**src/rtl/sap_pkg.sv**
```systemverilog
// sap_pkg: shared widths, program-region bound and store FSM states for the SAP-1 datapath
package sap_pkg;
    localparam int SAP_ADDR_W   = 4;
    localparam int SAP_DATA_W   = 8;
    localparam int SAP_PROG_TOP = 7;
    typedef enum logic [2:0] {
        ST_IDLE,
        ST_ADDR,
        ST_WRITE,
        ST_READ,
        ST_CHECK,
        ST_DONE
    } store_state_t;
endpackage

```
**src/rtl/sap_store_unit.sv**
```systemverilog
// sap_store_unit: sequences one store through MAR and RAM write port, with optional read-back verify
module sap_store_unit
    import sap_pkg::*;
#(
    parameter int ADDR_W   = SAP_ADDR_W,
    parameter int DATA_W   = SAP_DATA_W,
    parameter bit VERIFY   = 1'b1,
    parameter int PROG_TOP = SAP_PROG_TOP
) (
    input  logic              clk,
    input  logic              reset,
    input  logic              st_valid,
    output logic              st_ready,
    input  logic [ADDR_W-1:0] st_addr,
    input  logic [DATA_W-1:0] st_data,
    input  logic              wp,
    output logic              Lm,
    output logic [ADDR_W-1:0] mar_addr,
    output logic              We,
    output logic [DATA_W-1:0] ram_wdata,
    output logic              Ce,
    input  logic [DATA_W-1:0] ram_rdata,
    output logic              busy,
    output logic              done,
    output logic              err
);
    localparam logic [ADDR_W-1:0] TOP = ADDR_W'(PROG_TOP);

    store_state_t      state_q, state_d;
    logic [ADDR_W-1:0] addr_q, addr_d;
    logic [DATA_W-1:0] data_q, data_d;
    logic              err_q, err_d;
    logic              accept, refuse;

    assign accept = st_valid && state_q == ST_IDLE;
    // wp is only consulted at acceptance, so the refusal decision is taken from the live inputs
    assign refuse = wp && st_addr <= TOP;

    always_ff @(posedge clk) begin
        if (reset) begin
            state_q <= ST_IDLE;
            addr_q  <= '0;
            data_q  <= '0;
            err_q   <= 1'b0;
        end else begin
            state_q <= state_d;
            addr_q  <= addr_d;
            data_q  <= data_d;
            err_q   <= err_d;
        end
    end

    always_comb begin
        state_d = state_q;
        unique case (state_q)
            ST_IDLE:  state_d = !st_valid ? ST_IDLE : refuse ? ST_DONE : ST_ADDR;
            ST_ADDR:  state_d = ST_WRITE;
            ST_WRITE: state_d = VERIFY ? ST_READ : ST_DONE;
            ST_READ:  state_d = ST_CHECK;
            ST_CHECK: state_d = ST_DONE;
            ST_DONE:  state_d = ST_IDLE;
            default:  state_d = ST_IDLE;
        endcase
    end

    always_comb begin
        addr_d = accept ? st_addr : addr_q;
        data_d = accept ? st_data : data_q;
        err_d  = accept ? refuse : (state_q == ST_CHECK && ram_rdata != data_q) ? 1'b1 : err_q;
    end

    always_comb begin
        st_ready  = state_q == ST_IDLE;
        busy      = state_q != ST_IDLE;
        Lm        = state_q == ST_ADDR;
        We        = state_q == ST_WRITE;
        Ce        = state_q == ST_READ;
        done      = state_q == ST_DONE;
        err       = err_q;
        mar_addr  = addr_q;
        ram_wdata = data_q;
    end
endmodule

```
**config.mk**
```make
export PLATFORM = sky130hd
export DESIGN_NAME = sap_store_unit
export DESIGN_NICKNAME = d
export VERILOG_FILES = /design/src/rtl/sap_pkg.sv /design/src/rtl/sap_store_unit.sv
export SDC_FILE = /design/constraint.sdc
export NUM_CORES = 1
export LEC_CHECK = 0
export CAP_MARGIN = 20
export CORE_MARGIN = 10
export CORE_UTILIZATION = 42
export CTS_BUF_LIST = sky130_fd_sc_hd__clkbuf_8
export CTS_CLUSTER_SIZE = 14
export DETAILED_ROUTE_END_ITERATION = 10
export PLACE_DENSITY = 0.93
export SLEW_MARGIN = 20
export SYNTH_ARGS = -nofsm -noshare
export SYNTH_HDL_FRONTEND = slang
export SYNTH_SLANG_ARGS = --single-unit
export TNS_END_PERCENT = 100
```
**constraint.sdc**
```tcl
create_clock -name clk -period 1.7 [get_ports clk]
set_input_delay 0.255 -clock clk [delete_from_list [all_inputs] [get_ports clk]]
set_output_delay 0.255 -clock clk [all_outputs]
set_load 0.01 [all_outputs]
```
# Yosys cells after proc, flatten, opt, wreduce, memory -nomap -nowiden
# Index checks and enable logic that the tools add are counted.
# classes
magnitude_cmp,1
n_eq_ne,6
muxes,5
reduce_logical,6
# ops
operator,count
one-hot mux 3 bit (5 select lines),1
inequality test 8 bit,1
equality test 3 x 2 -> 1 bit (second input constant),2
equality test 3 bit (second input constant),2
two-way mux 3 bit,2
<= comparator 4 x 3 -> 1 bit (second input constant),1
equality test 3 x 1 -> 1 bit (second input constant),1
logical AND 1 bit,3
logical NOT 3 bit,1
nonzero test 3 bit,1
two-way mux 1 bit,2
nonzero test 2 bit,1
# totals
register_bits,16
input_bits,24
wordCells,22

# Logic depth before layout (Yosys ltp)
# depth
word_depth,5
mapped_depth,6
depth_no_buf,4

# Least setup slack after synthesis
# OpenSTA, ideal clock, no wires.
# synth_path
kind,register -> register
from,register state_q[0]
to,"register addr_q[3], in the netlist mar_addr[3]"
arrival_ps,1070
required_ps,1568
setup_slack_ps,498
stages_incl_launch_ff,7
path_buffers,2
cell_sequence,dfxtp_1 buf_4 nor3_4 nand2_2 buf_2 nand2_1 a21oi_2
# synth_between
elab_chain_len,2
# synth_rtl
element,line,source
"start, declared",sap_store_unit.sv:29,"store_state_t state_q, state_d;"
"start signal, assigned",sap_store_unit.sv:46,state_q <= state_d;
logical NOT 3 bit,--,
named net st_ready,sap_store_unit.sv:13,"output logic st_ready,"
logical AND 1 bit,sap_store_unit.sv:35,assign accept = st_valid && state_q == ST_IDLE;
"end signal, assigned",sap_store_unit.sv:47,addr_q <= addr_d;
"end, declared",sap_store_unit.sv:30,"logic [ADDR_W-1:0] addr_q, addr_d;"
# The timed path passes the listed nets, and every way through them passes these cells.
# A chain may end at the register's enable or synchronous reset.

# Final worst setup path
# layout_path
from,register state_q[1]
to,output port st_ready
# layout_between
elab_chain_len,1
# layout_rtl
element,line,source
logical NOT 3 bit,sap_store_unit.sv:73,st_ready = state_q == ST_IDLE;
"end, declared",sap_store_unit.sv:13,
# Every way passes these cells.

==> out/summary.txt <==
clock root cell - clkbuf_8
outcome - completed
Slew headroom - 75.6%
Synth Area in Compound Gates - 14.1%
switch share - 29.0%
worst path cell trace - nor3_4 > clkdlybuf4s50_1
H-tree depth - 1
nets@finish - 161
total power - 1.11 mW
Synth warnings - 0
cell family with most CP delay - buffers and inverters
Via density - 5.06
GRT Util Overall - 12.5%
clock network fraction of design power - 25.1%
sequential share of power - 41.0%
Post-Synth Adder-Cell Area - 0%
Hold Buf Count CTS - 0
top cell type's share of synthesized area - 41.9%
CP Max Fanout - 5
drt first pass iters - 4
grt met3 use - 4.30%
Setup TNS - 0 ns
# Max-Cap Violations - 0
Synth Instances - 90
ANT cells - 0
P&R area growth vs syn - 65.1%
Yosys reg bits - 16
fmax - 0.607 GHz
mux contribution to synthesized area - 0%
die width - 62.7 um
# rows - 15
met2 usage - 18.8%
critical path's slowest cell - clkdlybuf4s50_1
Worst IR Drop VDD - 0.696 mV
Yosys cell types - 22
DRT antenna net count - 0
register area share after synthesis - 41.9%
Comb pwr share - 33.9%
Arr. time, crit path - 1.39 ns
PortBufs - 42
DP Wirelength - 1.90 mm
Post-Synth Simple-Gate Area - 26.7%
# DRC - 0
Die ar. - 3930 sq um
Vias - 810
Pwr Density - 878 nW/um^2
clock buffer depth - 2
Cell Int Power - 787 uW
gpl congestion - 0.731
Hold Startpoint - mar_addr[2]$_SDFFE_PP0P_
crit path kind - register to primary output
syn nets - 114
worst min path class - register to register
total core area - 1730 sq um
net switching component of the power - 322 uW
most common cell after layout, fill and taps aside - clkdlybuf4s50_1
GR Util met1 - 15.1%
Num CTS Buffers - 3
most frequent cells in the layout - 38 x clkdlybuf4s50_1, 25 x nand2_1, 13 x a21oi_1, 13 x dfxtp_1, 9 x xnor2_1
largest net degree at the start of global routing - 16
post-CTS setup buffer count - 0
Crit path largest cell delay - 0.57 ns
Clock Sink Count - 16
syn_area_per_cell - 8.49 sq um
grt ovf - 0
crit start category - register
Top-Level Pins - 43
crit path buf inv count - 1
die height - 62.7 um
Slew @ Worst Pin - 0.356 ns
Hold Violations, Final - 0
cell area after synthesis - 764 sq um
static leakage - 0.506 nW
Final Skew - 0.00403 ns
Starting DRT DRC Count - 14
worst r2r src - state_q[1]$_SDFF_PP0_
CTS tree - done
Slew Limit Fails - 0
drt wl/cell - 15.3 um
post-synthesis xor/xnor area fraction - 10.3%
RSZ-0062 raised after global routing - false
CP Launch Point - state_q[1]$_SDFF_PP0_
Clock Pin Slew Worst Setup and Hold Paths - 0.06 ns
Starting Density - 44.3%
layout cells sized above 1 - 13.3%
Synth area leaders - dfxtp_1 42%, nand2_1 12%, xnor2_1 10%
Final Setup Violations - 0
GRT Max-Usage Layer - met2
Worst-Skew Late Latency - 0.25 ns
first-pass GRT wire length - 3.95 mm
antenna violations before repair - 0
Tcrit/Tclk final - 96.9%
area leader, netlist - dfxtp_1
data required time at the worst endpoint - 1.44 ns
largest family of logic cells by synthesized area - simple AND/OR/NAND/NOR gates
vias in the first global route - 812
Tmin final - 1.65 ns
Crit. End Element - primary output
final WL - 2.45 mm
## area by class of cell
class / instances / area, sq um
clock buffers: 3 / 41.3
inverters: 2 / 7.51
flip-flops and latches: 16 / 324
well taps: 25 / 31.3
multi-input cells: 66 / 390
repair buffers: 48 / 468
fillers: 135 / 464
## Yosys cell counts (all sizes together)
| cell | n |
|---|---|
| a2111oi | 1 |
| a21oi | 15 |
| a31o | 1 |
| and3 | 1 |
| and3b | 1 |
| buf | 5 |
| clkbuf | 1 |
| dfxtp | 16 |
| inv | 2 |
| nand2 | 26 |
| nand4 | 2 |
| nor2 | 3 |
| nor3 | 3 |
| nor3b | 2 |
| nor4b | 1 |
| o211ai | 1 |
| xnor2 | 9 |
## cells by family after synthesis
logic type	Yosys count
flops	16
xor+xnor	9
compound gates	18
buf+inv	8
simple gates	39
## state kept, by name (all words and copies together) (netlist names)
signal,flops
err,1
mar_addr,4
state_q,3
ram_wdata,8
## worst min-delay path: cells and delay by family (launching register included)
kind | cells | cell delay (ns)
DFF | 1 | 0.31
AOI/OAI and AO/OA | 1 | 0.05
and+or+nand+nor | 1 | 0.05
## power groups by stage
stage	Clock, mW	Sequential (mW)	Combinational [mW]
after global routing	0.298	0.459	0.411
after detailed placement	0	0.458	0.380
after CTS	0.278	0.453	0.380
final	0.278	0.454	0.376
after floorplan	0	0.458	0.191
after global placement	0	0.455	0.370
## stage by stage
stage               utilization [%]  instances  setup WS, ns  hold WS, ns  area [sq um]
global route                   73.1        160       0.00402        0.497          1260
CTS                            72.8        160       0.00302        0.456          1260
floorplan                         -         90         0.498        0.324           764
global placement               70.4        157         0.245        0.443          1210
finish                         73.1        160        0.0535        0.457          1260
detailed placement             70.4        157         0.186        0.448          1210
## routing by layer
metal | vias up | wire length, um
met4 | 0 | 51
met1 | 377 | 1070
met3 | 5 | 198
met5 | - | 0
li1 | 390 | -
met2 | 38 | 1130
## timing repair
action | in CTS | in global routing
resized for setup | 4 | 3
setup endpoints to repair | 4 | 2
endpoints found under the hold margin | 0 | 0
## path summary, 6_finish.rpt
check                                    to  depth (start not counted)  slack, ns
setup / recovery                   st_ready                          2       0.05
hold / removal     mar_addr[2]$_SDFFE_PP0P_                          2       0.46
setup reg to reg  ram_wdata[2]$_SDFFE_PP0P_                          5       0.39
hold reg to reg    mar_addr[2]$_SDFFE_PP0P_                          2       0.46
(Power assumes the default switching activity.)
